--- src/rtl/vote_pkg.sv ---
// Shared state encoding and default timing parameters for the vote sampler.
package vote_pkg;

    localparam int unsigned DEF_DEBOUNCE_CYCLES = 4;
    localparam int unsigned DEF_WINDOW_CYCLES   = 16;

    typedef enum logic [1:0] {
        IDLE    = 2'd0,
        COLLECT = 2'd1,
        DONE    = 2'd2
    } state_t;

    // Width of a counter able to hold values 0..n-1 (at least one bit).
    function automatic int unsigned cnt_width(input int unsigned n);
        return (n > 1) ? $clog2(n) : 1;
    endfunction

endpackage

--- src/rtl/vote_sampler_btn_debounce.sv ---
// Single-bit debouncer: the accepted level follows the raw input only after
// it has disagreed for DEBOUNCE_CYCLES consecutive cycles.
module btn_debounce
    import vote_pkg::*;
#(
    parameter int unsigned DEBOUNCE_CYCLES = DEF_DEBOUNCE_CYCLES
) (
    input  logic clk,
    input  logic resetn,
    input  logic raw,
    output logic level
);

    localparam int unsigned CW = cnt_width(DEBOUNCE_CYCLES);

    logic [CW-1:0] cnt;

    always_ff @(posedge clk or negedge resetn) begin
        if (!resetn) begin
            level <= 1'b0;
            cnt   <= '0;
        end else if (raw == level) begin
            cnt <= '0;
        end else if (cnt == CW'(DEBOUNCE_CYCLES - 1)) begin
            level <= raw;
            cnt   <= '0;
        end else begin
            cnt <= cnt + CW'(1);
        end
    end

endmodule

--- src/rtl/vote_sampler.sv ---
// Debounced three-voter sampler collecting sticky votes over a fixed window.
// Define VOTE_SAMPLER_SYNC_EN to add a 2-flop synchronizer ahead of each debouncer.
module vote_sampler
    import vote_pkg::*;
#(
    parameter int unsigned DEBOUNCE_CYCLES = DEF_DEBOUNCE_CYCLES,
    parameter int unsigned WINDOW_CYCLES   = DEF_WINDOW_CYCLES
) (
    input  logic       clk,
    input  logic       resetn,
    input  logic [2:0] btn,
    input  logic       start,
    output logic [2:0] abc,
    output logic       abc_valid,
    output logic       busy,
    output logic [7:0] round_cnt
);

    localparam int unsigned WW = cnt_width(WINDOW_CYCLES);

    logic [2:0]    btn_in;
    logic [2:0]    db;
    logic [2:0]    vote;
    logic [WW-1:0] win_cnt;
    state_t        state;

`ifdef VOTE_SAMPLER_SYNC_EN
    logic [2:0] sync1;
    logic [2:0] sync2;

    always_ff @(posedge clk or negedge resetn) begin
        if (!resetn) begin
            sync1 <= '0;
            sync2 <= '0;
        end else begin
            sync1 <= btn;
            sync2 <= sync1;
        end
    end

    assign btn_in = sync2;
`else
    assign btn_in = btn;
`endif

    for (genvar i = 0; i < 3; i++) begin : g_db
        btn_debounce #(
            .DEBOUNCE_CYCLES(DEBOUNCE_CYCLES)
        ) u_db (
            .clk   (clk),
            .resetn(resetn),
            .raw   (btn_in[i]),
            .level (db[i])
        );
    end

    // Outputs are updated on the transition into DONE so they are valid
    // exactly while the FSM sits in DONE.
    always_ff @(posedge clk or negedge resetn) begin
        if (!resetn) begin
            state     <= IDLE;
            vote      <= '0;
            win_cnt   <= '0;
            abc       <= '0;
            abc_valid <= 1'b0;
            busy      <= 1'b0;
            round_cnt <= '0;
        end else begin
            abc_valid <= 1'b0;
            case (state)
                IDLE: begin
                    if (start) begin
                        state   <= COLLECT;
                        vote    <= '0;
                        win_cnt <= '0;
                        busy    <= 1'b1;
                    end
                end
                COLLECT: begin
                    vote <= vote | db;
                    if (win_cnt == WW'(WINDOW_CYCLES - 1)) begin
                        state     <= DONE;
                        abc       <= vote | db;
                        abc_valid <= 1'b1;
                        round_cnt <= round_cnt + 8'd1;
                    end else begin
                        win_cnt <= win_cnt + WW'(1);
                    end
                end
                DONE: begin
                    state <= IDLE;
                    busy  <= 1'b0;
                end
                default: begin
                    state <= IDLE;
                    busy  <= 1'b0;
                end
            endcase
        end
    end

endmodule

--- config.mk ---
export PLATFORM = sky130hd
export DESIGN_NAME = vote_sampler
export DESIGN_NICKNAME = d
export VERILOG_FILES = /design/src/rtl/vote_pkg.sv /design/src/rtl/vote_sampler_btn_debounce.sv /design/src/rtl/vote_sampler.sv
export SDC_FILE = /design/constraint.sdc
export NUM_CORES = 1
export LEC_CHECK = 0
export BUFFER_PORTS_ARGS = -buffer_cell sky130_fd_sc_hd__buf_2
export CAP_MARGIN = 0
export CORE_MARGIN = 1.5
export CORE_UTILIZATION = 30
export CTS_BUF_LIST = sky130_fd_sc_hd__clkbuf_8
export CTS_CLUSTER_SIZE = 25
export DETAILED_ROUTE_END_ITERATION = 10
export GPL_TIMING_DRIVEN = 0
export PLACE_DENSITY = 0.57
export SYNTH_ARGS = -nofsm -noshare
export SYNTH_HDL_FRONTEND = slang
export SYNTH_SLANG_ARGS = --single-unit
--- constraint.sdc ---
create_clock -name clk -period 3.3 [get_ports clk]
set_clock_uncertainty 0.15 [all_clocks]
set_input_delay 0.165 -clock clk [delete_from_list [all_inputs] [get_ports clk]]
set_output_delay 0.165 -clock clk [all_outputs]
set_load 0.05 [all_outputs]
==> impl_metrics.csv <==
group,metric,value,unit
clock_network,cts_sinks,31,
drt,avgRoutedWirePerCell,12.6,µm
synthesis,synth_warnings,0,
synthesis,synth_top_flop_cell,"dfrtp_1",
clock_network,cts_max_level,2,
floorplan,rows,24,
floorplan,die_x,70.6,µm
synthesis,synth_seq_cells,31,
clock_network,cts_buffers,5,
timing,setup_tns,0,ns
clock_network,clk_path_buf_depth,2,
synthesis,syn_inst,120,
setup_path,worst-path-buf-inv,2,
timing,fin_crit_sh,51.2,%
clock_network,cts_repair_resize_count,0,
worst_hold_path,worst_hold_path_type,"in2reg",
synthesis,synth_area,1370,µm²
setup_path,reg2reg_slack,1.61,ns
setup_path,cp_cell_sequence,"ha_1 > and3_1 > buf_2 > nand2_4 > inv_2 > mux2_4",
timing,hold_viol_final,0,
timing,tightest_slew,0.679,ns
floorplan,fp.coreArea,4380,µm²
clock_network,cts_tree,"done",
drt,num_vias,993,
global_routing,grt_max_degree,32,
pwr,power_density,936,nW/µm²
place,pre_cts_ws,1.61,ns
timing,max_freq,0.591,GHz
setup_path,crit_path_start_kind,"flop",
finish,stdcell_count,201,
pwr,ir_drop,0.247,mV
place,hpwlAfterDp,1.82,mm
synthesis,syn-num-nets,131,
pwr,comb_power_share,35.6,%
setup_path,end_kind,"flop",
drt,routed_wl,2.53,mm
pwr,pwr-share-clk,24.1,%
timing,setup_viol,0,
global_routing,antenna_found_initial,0,
finish,final_util,38.2,%
timing,whs,0.0177,ns
clock_network,cts_root_buffer,"clkbuf_8",
setup_path,critical-path-slowest-cell,"dfrtp_1",
synthesis,synthArstFlopShare,100,%
global_routing,grt_pass1_vias,1027,
finish,nets,159,
pwr,p_int,0.000964,W
timing,fin_ws,1.61,ns
clock_network,clock_latency,0.28,ns
place,place.port_buffers,18,
setup_path,required,3.32,ns
finish,diodes,0,
synthesis,synth_edf_count,0,
pwr,leakage,0.803,nW
job,maxCapViolCount,0,
drt,first_pass_iters,4,
synthesis,syn_avg_cell_area,11.4,µm²
outcome,status,"finished clean",
floorplan,die_h,70.6,µm
place,place.gp.congestion,0.816,
setup_path,crit_family,"flip-flops",
timing,min_period,1.69,ns
setup_path,max_stage_delay,0.40,ns
timing,relSlewSlack,54.7,%
floorplan,die_area,4990,µm²
finish,drive_above_1_share,25.5,%
global_routing,grt_pass1_wl,4.51,mm
drt,ant_nets,0,
pwr,switching_share,38.5,%
global_routing,grtUsageTotal,11.7,%
drt,viasPerCell,4.94,
floorplan,ios,19,
floorplan,initial_core_util,31.3,%
synthesis,synth_cell_types,32,
drt,drt_iter0_drc,34,
drt,drc,0,
timing,drv_slew,0,
synthesis,seq_area_frac_synth,56.6,%
place,placed_cells,190,
pwr,p_seq_share,40.3,%
timing,rsz0062_at_grt,"no",
finish,area_growth,22.1,%
global_routing,globalRouteOverflowTotal,0,
setup_path,critPathKind,"reg2reg",
setup_path,cp_max_fo,7,
clock_network,clk_pin_slew,0.06,ns
setup_path,arrival,1.71,ns
pwr,p_switching,0.000603,W
==> power by group through the flow <==
stage / combinational (W) / clock [W] / sequential [W]
final: 0.000559 / 0.000377 / 0.000631
after global routing: 0.000621 / 0.000413 / 0.000651
after CTS: 0.000567 / 0.000391 / 0.000631
after detailed placement: 0.000562 / 0 / 0.000636
after global placement: 0.000539 / 0 / 0.000630
after floorplan: 0.000284 / 0 / 0.000768
==> layer usage <==
| metal | global-route usage, % | routed length, µm |
|---|---|---|
| met1 | 13.2 | 1120 |
| met2 | 18.3 | 1230 |
| met3 | 6.13 | 130 |
| met4 | 5.66 | 46 |
| met5 | 0 | 0 |
==> kinds of logic after synthesis <==
group	synth area share, %
adders and majority gates	4.56
xor gates and xnor gates	6.39
muxes	3.56
DFF	56.6
AOI/OAI and AO/OA	7.30
buffers and inverters	2.83
and+or+nand+nor	18.8
==> what timing repair did <==
item	in CTS	in global routing
hold endpoints to repair	33	0
hold buffers	3	0
setup buffers	0	0
endpoints found under the setup margin	0	0
==> worst paths after layout <==
check / startpoint / cells past startpoint / to
setup / recovery: win_cnt[0] / 6 / round_cnt[1]
hold / removal: btn[0] / 2 / g_db[0].u_db.level
setup reg to reg: win_cnt[0] / 6 / round_cnt[1]
hold reg to reg: g_db[1].u_db.cnt[0] / 1 / g_db[1].u_db.cnt[0]
max in group asynchronous: resetn / 2 / g_db[0].u_db.level
min in group asynchronous: resetn / 2 / round_cnt[4]
==> final cells by class <==
cell class | instances | area [µm²]
fillers | 422 | 2710
flip-flops and latches | 31 | 776
multi-input cells | 81 | 557
repair buffers | 21 | 120
clock buffers | 6 | 82.6
well taps | 52 | 65.1
clock inverters | 2 | 35.0
plain buffers | 3 | 20.0
inverters | 5 | 18.8
==> synthesized netlist by cell type, drive strengths merged, types with 2 or more instances <==
library cell	instances	area (µm²)
dfrtp	31	776
nor4	4	43.8
inv	5	18.8
nand2	5	26.3
buf	2	16.3
nor2b	2	12.5
xnor2	4	35.0
nor2	7	26.3
o21ai	6	30.0
nand2b	3	18.8
nor3	4	20.0
nand3	10	55.1
ha	5	62.6
a21oi	11	55.1
xor2	6	52.6
mux2	4	48.8
nand4	2	12.5
==> sequential cells by signal, summed over array words and instances (netlist names) <==
| name | flops |
|---|---|
| abc | 3 |
| vote | 3 |
| g_db.u_db.cnt | 6 |
| busy | 1 |
| win_cnt | 4 |
| g_db.u_db.level | 3 |
| round_cnt | 8 |
| abc_valid | 1 |
| state | 2 |
==> cells in the final DEF, fill, tap and decap left out, drive strengths merged, types with 2 or more instances in the layout <==
master	Yosys	routed
a21oi	11	11
buf	2	20
clkbuf	1	7
dfrtp	31	31
dlygate4sd3	0	3
ha	5	5
inv	5	5
mux2	4	4
nand2	5	5
nand2b	3	3
nand3	10	10
nand4	2	2
nor2	7	7
nor2b	2	2
nor3	4	4
nor4	4	4
o21ai	6	6
xnor2	4	4
xor2	6	6
==> through the flow <==
stage | power (W) | area [µm²]
final | 0.00157 | 1670
after global routing | 0.00169 | 1670
after CTS | 0.00159 | 1670
after detailed placement | 0.00120 | 1530
after global placement | 0.00117 | 1530
after floorplan | 0.00105 | 1370
(Power assumes the default switching activity.)
